## src/rtl/bcd_serial_adder.sv

```systemverilog
// Digit-serial packed-BCD adder: one digit pair per cycle, decimal-corrected, carry rippled by register.
// Latency: start at edge k, done pulses in the cycle after edge k+DIGITS; next start at k+DIGITS+2.
// Backpressure: none queued; start is only honoured in IDLE and ignored while busy.
//
// Ports:
//   clk, rst_n        clock, asynchronous active-low reset
//   start             operation request (sampled in IDLE only)
//   a, b, c_in        packed BCD operands (digit 0 in [3:0]) and carry into digit 0
//   busy              high whenever the FSM is not IDLE
//   done              one-cycle pulse, sum/c_out/err valid
//   sum, c_out, err   registered result, decimal carry out, sticky invalid-digit flag
module bcd_serial_adder #(
  parameter int DIGITS = 4
) (
  input  logic                  clk,
  input  logic                  rst_n,
  input  logic                  start,
  input  logic [4*DIGITS-1:0]   a,
  input  logic [4*DIGITS-1:0]   b,
  input  logic                  c_in,
  output logic                  busy,
  output logic                  done,
  output logic [4*DIGITS-1:0]   sum,
  output logic                  c_out,
  output logic                  err
);

  localparam int IW = (DIGITS > 1) ? $clog2(DIGITS) : 1;

  typedef enum logic [1:0] {
    S_IDLE = 2'd0,
    S_ADD  = 2'd1,
    S_DONE = 2'd2
  } state_t;

  state_t              r_state;
  logic [4*DIGITS-1:0] r_a;
  logic [4*DIGITS-1:0] r_b;
  logic [IW-1:0]       r_idx;
  logic                r_carry;
  logic [4*DIGITS-1:0] r_sum;
  logic                r_c_out;
  logic                r_err;
  logic                r_busy;
  logic                r_done;

  logic [IW+1:0] w_base;
  logic [3:0]    w_da;
  logic [3:0]    w_db;
  logic [4:0]    w_t;
  logic [4:0]    w_adj;
  logic          w_gt9;
  logic [3:0]    w_digit;
  logic          w_bad;
  logic          w_last;

  // Bit offset of the current digit: idx*4.
  assign w_base  = {r_idx, 2'b00};
  assign w_da    = r_a[w_base +: 4];
  assign w_db    = r_b[w_base +: 4];
  assign w_t     = {1'b0, w_da} + {1'b0, w_db} + {4'b0000, r_carry};
  assign w_adj   = w_t + 5'd6;
  assign w_gt9   = (w_t > 5'd9);
  // Correction wraps mod 16, so even invalid-digit sums up to 31 yield a 4-bit digit.
  assign w_digit = w_gt9 ? w_adj[3:0] : w_t[3:0];
  assign w_bad   = (w_da > 4'd9) | (w_db > 4'd9);
  assign w_last  = (r_idx == IW'(DIGITS - 1));

  always_ff @(posedge clk or negedge rst_n) begin
    if (!rst_n) begin
      r_state <= S_IDLE;
      r_a     <= '0;
      r_b     <= '0;
      r_idx   <= '0;
      r_carry <= 1'b0;
      r_sum   <= '0;
      r_c_out <= 1'b0;
      r_err   <= 1'b0;
      r_busy  <= 1'b0;
      r_done  <= 1'b0;
    end else begin
      case (r_state)
        S_IDLE: begin
          r_done <= 1'b0;
          if (start) begin
            r_a     <= a;
            r_b     <= b;
            r_carry <= c_in;
            r_idx   <= '0;
            r_err   <= 1'b0;
            r_sum   <= '0;
            r_c_out <= 1'b0;
            r_busy  <= 1'b1;
            r_state <= S_ADD;
          end
        end
        S_ADD: begin
          r_sum[w_base +: 4] <= w_digit;
          r_carry            <= w_gt9;
          r_err              <= r_err | w_bad;
          if (w_last) begin
            r_c_out <= w_gt9;
            r_done  <= 1'b1;
            r_state <= S_DONE;
          end else begin
            r_idx <= r_idx + IW'(1);
          end
        end
        S_DONE: begin
          r_done  <= 1'b0;
          r_busy  <= 1'b0;
          r_state <= S_IDLE;
        end
        default: begin
          r_done  <= 1'b0;
          r_busy  <= 1'b0;
          r_state <= S_IDLE;
        end
      endcase
    end
  end

  assign busy  = r_busy;
  assign done  = r_done;
  assign sum   = r_sum;
  assign c_out = r_c_out;
  assign err   = r_err;

endmodule
```

## config.mk

```make
export PLATFORM = sky130hd
export DESIGN_NAME = bcd_serial_adder
export DESIGN_NICKNAME = d
export VERILOG_FILES = /design/src/rtl/bcd_serial_adder.sv
export SDC_FILE = /design/constraint.sdc
export NUM_CORES = 1
export LEC_CHECK = 0
export ABC_AREA = 0
export CORE_MARGIN = 4
export CORE_UTILIZATION = 31
export CTS_CLUSTER_DIAMETER = 50
export CTS_CLUSTER_SIZE = 24
export DETAILED_ROUTE_END_ITERATION = 10
export GPL_ROUTABILITY_DRIVEN = 1
export GPL_TIMING_DRIVEN = 0
export PLACE_DENSITY = 0.63
export SETUP_SLACK_MARGIN = 0.05
export SLEW_MARGIN = 20
export SYNTH_ARGS = -nofsm -noshare
export SYNTH_HDL_FRONTEND = slang
export SYNTH_SLANG_ARGS = --single-unit
```

## constraint.sdc

```tcl
create_clock -name clk -period 8.2 [get_ports clk]
set_clock_uncertainty 0.15 [all_clocks]
set_input_delay 1.23 -clock clk [delete_from_list [all_inputs] [get_ports clk]]
set_output_delay 1.23 -clock clk [all_outputs]
set_load 0.05 [all_outputs]
```

==> metrics list <==
- The run finished with clean final reports.
* Number of remaining DRC errors: 0
- Final Routed Wirelength: 6120 um
* Global placement routability congestion: around 0.71
- Summed over all failing endpoints, the final setup total negative slack is 0 ns.
- Number of cells on the worst hold path: 2
- Cell area after synthesis: around 2700 um^2
* Nets@finish: between 300 and 400
* Average cell area after synthesis: roughly 13 um^2
- Post-placement cell count: 378
* Routed len/inst: roughly 16 um
- Minimum setup slack after placement: roughly 4.0 ns
* R2R depth: 11
* Share of post-route cells with drive strength above 1: a little under a quarter
- In the post-synthesis netlist, the biggest area contributors are sky130_fd_sc_hd__dfrtp_1, sky130_fd_sc_hd__mux2_2, sky130_fd_sc_hd__mux4_2.
* Share of the synthesized area in the top cell type: about half
- Kind of critical path: reg2reg
* Clock transition at the registers of the reported paths: ~0.060 ns
* Width of the die: slightly above 100 um
- Worst hold-check path type: reg2reg
* Post-route ant nets: 0
- Setup violations remaining at the end of the flow were counted as 0.
* Wire length of the first global-routing pass: about 10000 um
- Critical path startpoint category: flip-flop
* Vias in the first global route: approximately 2000
- Yosys warning total: 0
- Unrepaired setup endpoints after global routing: false
- Worst slew margin relative to its limit: 53.2%
- Vias per cell: around 4.9
* # resized after CTS: 0
- Static timing analysis puts the maximum clock frequency at approximately 240 MHz.
- Across all hold checks on the routed design, the worst slack comes to roughly 0.33 ns.
- For this design the top-level I/O count stands at 56.
- In this run the number of H-tree levels came out at 3.
- After technology mapping, the gate count stands at 215.
- The first TritonRoute pass finished after 4 iterations.
* Minimum period implied by the final worst setup slack: a little over 4 ns
- Count of buffers added by post-CTS timing repair for setup: 0
- Total routing resource utilization after global routing: 12.8%
* Count of standard-cell rows: 34
* Post-synth top area cell: sky130_fd_sc_hd__dfrtp_1
- GR Overflow Total: 0
- Data required, critical path: roughly 8.3 ns
* Number of enable-type register cells in the synthesized netlist: 0
* Worst Slack Setup Final: between 4 and 5 ns
- Of all flip-flops after synthesis, the portion carrying an async set or reset was 100%.
- Counting every sink on the clock net gives 57.
* Final count of pins violating max slew: 0
- After the first detailed-routing iteration, the DRC count stood at between 70 and 80.
- Number of nets in the synthesized netlist: about 260
* Highest net fanout along the worst path: 10
* Top_reg_cell synth: sky130_fd_sc_hd__dfrtp_1
* Number of filler cells placed in the layout: around 860
* CTS hold repair buffers: 0
* Initial standard-cell utilization of the core: a little under a third
- Period utilization: between 50% and 60%
- Max capacitance violation total: 0
- Synth Register Bits: 57
- CP Data Arrival Time: roughly 4.3 ns
- The synthesized netlist contains 44 unique library cells.
- The die covers roughly 10000 um^2.
- Element type at the critical path end: flip-flop
- Maximum number of pins on one net before global-route repair: 58
- Height of the chip: slightly above 100 um
- Detailed placement ended at an HPWL of approximately 4600 um.
- Summing the sequential cell areas from Yosys gives between 50% and 60% of the chip area.
- Clock latency on the worst-skew pair: around 0.34 ns
* Number of buffers added by the clock tree synthesis step: 9
- After floorplanning, the core was sized to cover between 8000 and 9000 um^2.
- Compared with the post-synthesis result, the final layout area differs by 30.8%.
- The repair_antennas step left the layout with diodes totalling 0.
- TritonCTS built the clock tree.
- Detailed routing inserted a total of slightly below 2000 vias.
* Initial antenna violation count: 0
- In this run the deepest clock path goes through 2 buffers.
- Buffer cell driving the clock tree root: sky130_fd_sc_hd__clkbuf_8
- Final number of hold-violating endpoints: 0
* Least-Margin Pin Slew: 0.702 ns
- Count of input and output buffers: 55
* Final Instance Count excl. Fillers: between 300 and 400
[sequential cells by signal (all words and copies together), names as in the netlist]
name and flops:
r_idx 2, done 1, r_b 16, sum 16, c_out 1, err 1, r_state 2, r_carry 1
r_a 16, busy 1
[placed cells by master, fill, tap and decap left out, types with 5 or more instances in the layout]
cell type                         instances
sky130_fd_sc_hd__clkdlybuf4s50_1         54
sky130_fd_sc_hd__nand2_1                 25
sky130_fd_sc_hd__mux2_2                  25
sky130_fd_sc_hd__ha_1                     8
sky130_fd_sc_hd__mux4_2                   8
sky130_fd_sc_hd__inv_1                    7
sky130_fd_sc_hd__nand2b_1                 5
sky130_fd_sc_hd__nor2_1                   5
sky130_fd_sc_hd__o21ai_1                 13
sky130_fd_sc_hd__a21o_1                   5
sky130_fd_sc_hd__clkbuf_8                 9
sky130_fd_sc_hd__dfrtp_1                 57
sky130_fd_sc_hd__mux2_1                   7
[cell usage after synthesis, types with 2 or more instances]
cell and instances:
sky130_fd_sc_hd__nor2_1 5, sky130_fd_sc_hd__o21ai_1 13, sky130_fd_sc_hd__buf_2 4, sky130_fd_sc_hd__mux2_1 7, sky130_fd_sc_hd__nor2b_1 2, sky130_fd_sc_hd__nand2_1 25, sky130_fd_sc_hd__nand3_1 3, sky130_fd_sc_hd__o22ai_1 2
sky130_fd_sc_hd__nand2b_1 5, sky130_fd_sc_hd__dfrtp_1 57, sky130_fd_sc_hd__clkbuf_1 2, sky130_fd_sc_hd__ha_1 8, sky130_fd_sc_hd__mux2i_1 2, sky130_fd_sc_hd__mux4_2 8, sky130_fd_sc_hd__o21ai_2 4, sky130_fd_sc_hd__inv_1 7
sky130_fd_sc_hd__a21o_1 5, sky130_fd_sc_hd__a21oi_2 2, sky130_fd_sc_hd__fa_1 2, sky130_fd_sc_hd__o211ai_1 3, sky130_fd_sc_hd__nor3_1 2, sky130_fd_sc_hd__mux2_2 25
[final timing paths]
path / start / endpoint / slack (ns)
min reg2reg: sum[2] / sum[2] / 0.33
min: sum[2] / sum[2] / 0.33
max: r_idx[0] / sum[2] / 4.05
min in group asynchronous: rst_n / busy / 0.79
max in group asynchronous: rst_n / r_b[11] / 6.64
max reg2reg: r_idx[0] / sum[2] / 4.05
[cell type report]
class                           count  area (um^2)  area share, %
Buffer                              7         35.0          0.975
Clock buffer                       10          128           3.55
Clock inverter                      6         35.0          0.975
Inverter                            8         30.0          0.836
Multi-Input combinational cell    143         1250           34.9
Sequential cell                    57         1430           39.7
Tap cell                          108          135           3.76
Timing Repair Buffer               55          548           15.3
[through the flow]
stage / cell area, um^2 / util [%]
2_1_floorplan: 2750 / -
3_3_place_gp: 3430 / 39.5
3_5_place_dp: 3430 / 39.5
4_1_cts: 3590 / 41.4
5_1_grt: 3590 / 41.4
6_report: 3590 / 41.4
[metal layers]
layer  global-route usage (%)  part of all wire [%]
met1                     15.9                    44
met2                     21.1                    48
met3                     3.75                   6.3
met4                     5.15                   1.7
met5                        0                     0
[critical path, stage by stage (launching register included)]
cell	delay, ns
sky130_fd_sc_hd__dfrtp_1	0.49
sky130_fd_sc_hd__buf_4	0.28
sky130_fd_sc_hd__mux4_2	0.55
sky130_fd_sc_hd__fa_1	0.47
sky130_fd_sc_hd__fa_1	0.44
sky130_fd_sc_hd__xor2_1	0.31
sky130_fd_sc_hd__inv_1	0.08
sky130_fd_sc_hd__ha_1	0.24
sky130_fd_sc_hd__nor2b_1	0.17
sky130_fd_sc_hd__or3_4	0.40
sky130_fd_sc_hd__o311a_4	0.36
sky130_fd_sc_hd__o21ai_2	0.14
[logic make-up after synthesis]
kind of cell    after synthesis  synth area share [%]
compound gates               40                  10.8
xor+xnor                      1                 0.319
fa+ha+maj                    10                  5.10
buf+inv                      15                  2.37
flops                        57                  51.9
mux                          42                  20.4
simple gates                 50                  9.11
Power is not shown: default switching activity piles up to over one toggle a cycle in this logic, so the estimate is an artifact.
